===== src/rtl/param_shift_register.sv =====
// param_shift_register: loadable right-shift register with a saturating shift
// counter. It raises done after MAX_SHIFTS shifts, so a controller can step a
// sequential multiplier without keeping its own bit count.
// Optional feature: define SHIFT_SERIAL_IN_EN to add the ser_in port. The bit
// on ser_in fills the MSB on each shift. Without the macro the fill is 1'b0.
module param_shift_register #(
    parameter int WIDTH      = 4,
    parameter int MAX_SHIFTS = WIDTH,
    parameter int CNT_W      = $clog2(MAX_SHIFTS + 1)
) (
    input  logic             clk,
    input  logic             clr,
    input  logic             ld,
    input  logic             shb,
    input  logic [WIDTH-1:0] data_in,
`ifdef SHIFT_SERIAL_IN_EN
    input  logic             ser_in,
`endif
    output logic [WIDTH-1:0] data_out,
    output logic             bit_out,
    output logic [CNT_W-1:0] shift_cnt,
    output logic             busy,
    output logic             done
);

    localparam logic [CNT_W-1:0] CNT_MAX = CNT_W'(MAX_SHIFTS);

    typedef enum logic [1:0] {
        S_IDLE,
        S_BUSY,
        S_DONE
    } state_t;

    state_t           state;
    logic             fill;
    logic [CNT_W-1:0] cnt_next;

`ifdef SHIFT_SERIAL_IN_EN
    assign fill = ser_in;
`else
    assign fill = 1'b0;
`endif

    assign cnt_next = shift_cnt + 1'b1;

    // Control and datapath update: the priority is clr, then ld, then shb.
    // Shifting happens only while busy. This keeps the counter from wrapping.
    always_ff @(posedge clk) begin
        if (clr) begin
            state     <= S_IDLE;
            data_out  <= '0;
            bit_out   <= 1'b0;
            shift_cnt <= '0;
            busy      <= 1'b0;
            done      <= 1'b0;
        end else if (ld) begin
            state     <= S_BUSY;
            data_out  <= data_in;
            bit_out   <= 1'b0;
            shift_cnt <= '0;
            busy      <= 1'b1;
            done      <= 1'b0;
        end else if (shb && state == S_BUSY) begin
            data_out  <= {fill, data_out[WIDTH-1:1]};
            bit_out   <= data_out[0];
            shift_cnt <= cnt_next;
            if (cnt_next == CNT_MAX) begin
                state <= S_DONE;
                busy  <= 1'b0;
                done  <= 1'b1;
            end
        end
    end

endmodule


===== config.mk =====
export PLATFORM = sky130hd
export DESIGN_NAME = param_shift_register
export DESIGN_NICKNAME = d
export VERILOG_FILES = /design/src/rtl/param_shift_register.sv
export SDC_FILE = /design/constraint.sdc
export NUM_CORES = 1
export LEC_CHECK = 0
export CAP_MARGIN = 20
export CORE_MARGIN = 2
export CORE_UTILIZATION = 25
export DETAILED_ROUTE_END_ITERATION = 12
export PLACE_DENSITY_LB_ADDON = 0.2
export SETUP_SLACK_MARGIN = 0.4
export SLEW_MARGIN = 20
export SYNTH_ARGS = -nofsm -noshare
export SYNTH_HDL_FRONTEND = slang
export SYNTH_SLANG_ARGS = --single-unit

===== constraint.sdc =====
create_clock -name clk -period 1 [get_ports clk]
set_input_delay 0.3 -clock clk [delete_from_list [all_inputs] [get_ports clk]]
set_output_delay 0.3 -clock clk [all_outputs]
set_load 0.1 [all_outputs]

Word-level counts from Yosys, hierarchy flattened

Cells that the tools add are included.

Equality and inequality tests: 2
Add/sub/neg operators: 1
Reductions and logical operators: 6
Mux-type cells: 8

Operator list:

| operator            | number |
|---|---|
| $mux 4              | 2 |
| $mux 1              | 6 |
| $reduce_and 2->1    | 2 |
| $reduce_bool 2->1   | 2 |
| $add 3x1->3 const B | 1 |
| $eq 3x3->1 const B  | 1 |
| $eq 2x1->1 const B  | 1 |
| $reduce_or 2->1     | 1 |
| $logic_and 1x1->1   | 1 |

Output and inout port bits: 10
Register bits: 11
Logic and storage cells: 23
Bits of input ports: 8

Longest topological paths before layout

Depth in word-level cells: 5
Depth in mapped cells: 4
Mapped depth without buffers: 4

Worst setup path after synthesis

OpenSTA, ideal clock, no wires.

Path kind: register to register
Start: register state[1]
End: register data_out[1]
Arrival time: 1.778 ns
Path buffers: 1
Slack: -0.882 ns
Cell stages (with the launch flop): 5
Period minus slack after synthesis: 1.882 ns
Required time: 0.897 ns
Cell sequence: dfxtp_1 nand3b_4 buf_8 nor3_2 a2111oi_2

Longest elaborated chain between the ends: 3

Ends and longest elaborated chain:

| what                               | line | text |
|---|---|---|
| start: declaration                 | 34   | `state_t state;` |
| start signal: assignment           | 50   | `state <= S_IDLE;` |
| start signal: assignment           | 57   | `state <= S_BUSY;` |
| start signal: assignment           | 68   | `state <= S_DONE;` |
| $eq 2x1->1                         | 63   | `end else if (shb && state == S_BUSY) begin` |
| $logic_and 1x1->1                  | 63   |  |
| $reduce_bool 2->1 (no source line) | n/a  |  |
| end signal: assignment             | 58   | `data_out <= data_in;` |
| end signal: assignment             | 64   | `data_out <= {fill, data_out[WIDTH-1:1]};` |
| end: declaration                   | 19   | `output logic [WIDTH-1:0] data_out,` |

No other way between the ends.
A chain may end at the register's enable or synchronous reset.

Worst setup path in the final report

Start: register shift_cnt[0]
End: register state[0]

Longest elaborated chain between the ends: 4

Ends and longest elaborated chain:

| what                               | line | text |
|---|---|---|
| start: declaration                 | 21   | `output logic [CNT_W-1:0] shift_cnt,` |
| start signal: assignment           | 66   | `shift_cnt <= cnt_next;` |
| $add 3x1->3                        | 44   | `assign cnt_next = shift_cnt + 1'b1;` |
| $eq 3x3->1                         | 67   | `if (cnt_next == CNT_MAX) begin` |
| $reduce_bool 2->1 (no source line) | n/a  |  |
| $reduce_and 2->1 (no source line)  | n/a  |  |

No other way between the ends.

==> results.sh <==
export IMPL_status="finished, violations left"
export IMPL_failed_checks="setup timing"
export IMPL_critPathRequiredTime_ns=1.15
export IMPL_synth_fa_ha_area_share_pct=5.21
export IMPL_synth_compound_area_share_pct=14.1
export IMPL_layout_min_cycle_time_ns=1.18
export IMPL_leakagePower_uw=0.000471
export IMPL_detail_route_antenna_nets=0
export IMPL_clkSlewWorstSetupHoldPaths_ns=0.06
export IMPL_drt_total_wl_um=1250
export IMPL_dpl_worst_slack_ns=-0.536
export IMPL_nets=100
export IMPL_htree_levels=1
export IMPL_max_cap_viol_count=0
export IMPL_cp_data_arrival_time_ns=1.33
export IMPL_rows=15
export IMPL_die_area_mm2=0.00229
export IMPL_clock_latency_ns=0.26
export IMPL_rsz0062_at_grt="true"
export IMPL_grt_overflow=0
export IMPL_crit_buf_inv=1
export IMPL_synthToLayoutAreaGrowth_pct=129
export IMPL_cp_depth=5
export IMPL_seq_area_frac_synth_pct=41.7
export IMPL_crit_path_max_incr_delay_ns=0.34
export IMPL_synthCells=47
export IMPL_antenna_found_initial=0
export IMPL_crit_start="shift_cnt[0]"
export IMPL_syn_avg_cell_area_um2=10.2
export IMPL_power_density_mw_per_mm2=946
export IMPL_grt_pass1_vias=481
export IMPL_drive_gt1_share_pct=69.3
export IMPL_numCtsBuffers=3
export IMPL_fin_ws_ns=-0.182
export IMPL_r2r_cells=5
export IMPL_synth_xor_area_share_pct=5.47
export IMPL_dr_pass1_iters=4
export IMPL_ctsLongestPathBuffers=2
export IMPL_r2r_start="shift_cnt[0]"
export IMPL_clock_sinks=10
export IMPL_min_from="clr"
export IMPL_hold_class="primary input to register"
export IMPL_crit_path_end_kind="register"
export IMPL_grtUsageTotal_pct=13.3
export IMPL_slew_headroom_pct=83.2
export IMPL_yosys_warnings=0
export IMPL_final_setup_skew_ns=0.00186
export IMPL_vias_per_cell=4.42
export IMPL_final_period_utilization_pct=118
export IMPL_critPathTopFamily="flip-flops"
export IMPL_die_width_um=47.8
export IMPL_dr_first_iter_drc_count=7
export IMPL_fmax_ghz=0.846
export IMPL_root_buffer="clkbuf_4"
export IMPL_cpMaxStageDelayCell="dfxtp_4"
export IMPL_grt_max_degree=7
export IMPL_path_class="register to register"
export IMPL_syn_cell_area_um2=480
export IMPL_wire_per_inst_um=11.1
export IMPL_report_final_setup_viol=19
export IMPL_critPathLaunchType="register"
export IMPL_crit_fanout=2
export IMPL_port_buffers=17
export IMPL_coreArea_mm2=0.00176
export IMPL_die_y_um=47.8
export IMPL_synthDistinctLibCells=21
export IMPL_hold_viol_final=0
export IMPL_io_pins=18
export IMPL_syn_nets=57
export IMPL_min_path_cells=2
export IMPL_drcViolationCount=0
export IMPL_synthSimpleGateAreaFrac_pct=20.8
export IMPL_irDropWorstVdd_mv=0.618
export IMPL_place_gp_congestion=0.729
export IMPL_ys_seq_elements=10
export IMPL_synth_mux_area_share_pct=6.25
export IMPL_antenna_cells=0
export IMPL_synth_top_family_by_area="simple AND/OR/NAND/NOR gates"
export IMPL_grt_pass1_wl_um=2070
export IMPL_tightestPinTransition_ns=0.253
export IMPL_place_hpwl_um=780
export IMPL_slew_violations=0
export IMPL_cts_tree="built"
export IMPL_num_vias=500
export IMPL_cp_cell_sequence="buf_6, ha_4, xnor2_4, o31ai_2, a21oi_1"
export IMPL_fill_cells=170
export IMPL_finalSetupTns_ns=-2.09
export IMPL_start_util_pct=27.2
synth_stat cells:
cell       number  area (um^2)
nand4b_1        1         8.76
a21oi_1         2         10.0
buf_2           1         5.00
xnor2_1         1         8.76
a2111oi_2       2         30.0
o21a_1          1         7.51
nand2_1         1         3.75
ha_1            2         25.0
o31ai_1         1         7.51
nor2_1          6         22.5
mux2i_1         3         30.0
xor2_1          2         17.5
a211oi_2        1         12.5
nor3_2          1         10.0
buf_8           1         15.0
dfxtp_1        10          200
nand3b_4        1         20.0
nand3_1         1         5.00
nor3_1          6         30.0
clkbuf_1        1         3.75
inv_1           2         7.51
final cells by class:
| class | instances | area (um^2) | share of cell area (%) |
|---|---|---|---|
| Clock buffer | 3 | 22.5 | 2.04 |
| Inverter | 2 | 10.0 | 0.908 |
| Multi-Input combinational cell | 33 | 332 | 30.1 |
| Sequential cell | 10 | 238 | 21.6 |
| Tap cell | 25 | 31.3 | 2.84 |
| Timing Repair Buffer | 40 | 469 | 42.6 |
power by group:
group	switching, uW	internal (uW)
clock	133	139
combinational	199	156
sequential	16.2	400
through the flow:
| step | hold WS [ns] | cells | area [um^2] | utilization [%] | total power (uW) |
|---|---|---|---|---|---|
| 2_1_floorplan | 0.438 | 47 | 531 | - | 609 |
| 4_1_cts | 0.477 | 111 | 1040 | 58.9 | 1050 |
| 6_report | 0.476 | 113 | 1100 | 62.5 | 1040 |
| 5_1_grt | 0.492 | 113 | 1100 | 62.5 | 1100 |
| 3_5_place_dp | 0.498 | 96 | 883 | 50.1 | 740 |
| 3_3_place_gp | 0.489 | 96 | 883 | 50.1 | 740 |
worst reg2reg max path, stage by stage, from the launching register on:
cell,delay [ns]
dfxtp_4,0.34
buf_6,0.11
ha_4,0.17
xnor2_4,0.13
o31ai_2,0.22
a21oi_1,0.09
flip-flops by register name, indices dropped and copies added (netlist names):
register and count:
bit_out 1, data_out 4, shift_cnt 3, state 2
logic make-up (layout without fill, tap and decap cells):
| group | after synthesis | in the layout |
|---|---|---|
| adder cells (fa/ha/maj) | 2 | 2 |
| AO/OA/AOI/OAI | 7 | 7 |
| AND/OR/NAND/NOR | 17 | 18 |
| flip-flops | 10 | 10 |
| multiplexers | 3 | 3 |
| buffers and inverters | 5 | 45 |
| XOR/XNOR | 3 | 3 |
routing by layer:
layer  wire length (um)  track usage (%)  vias to the layer above
li1                   -                -                      251
met1                506             15.3                      233
met2                663             21.6                       14
met3                 74             7.17                        2
met4                  6             3.24                        0
met5                  0                0                        -
final timing paths:
check	slack, ns	to
worst min register to register	0.58	bit_out
worst max-delay path	-0.18	state[0]
worst max register to register	-0.18	state[0]
worst min-delay path	0.48	data_out[0]
cell usage in the layout, fill, tap and decap left out:
cell,Yosys,layout
nand3b_4,1,2
a211oi_2,1,1
nor3_1,6,5
o21a_1,1,1
xnor2_4,0,1
dfxtp_4,0,10
nand4b_1,1,1
xor2_1,2,2
mux2i_1,3,3
clkdlybuf4s50_1,0,4
buf_12,0,10
a21oi_2,0,1
nand3_2,0,1
nand2_1,1,1
inv_2,0,1
inv_4,0,1
o31ai_2,0,1
buf_4,0,15
a2111oi_2,2,2
nor2_1,6,6
dlygate4sd2_1,0,3
nor3_2,1,2
a21oi_1,2,1
buf_6,0,8
clkbuf_4,0,3
ha_4,0,2
what timing repair did:
item                       4_1_cts  5_1_grt
hold endpoints to repair         0        0
setup endpoints to repair       20       20
hold buffers                     0        0
gates cloned                     1        0
pin swaps                        4        7
setup buffers                   11        2
gates resized for setup         13       10
Power figures use the tool's default switching activity.
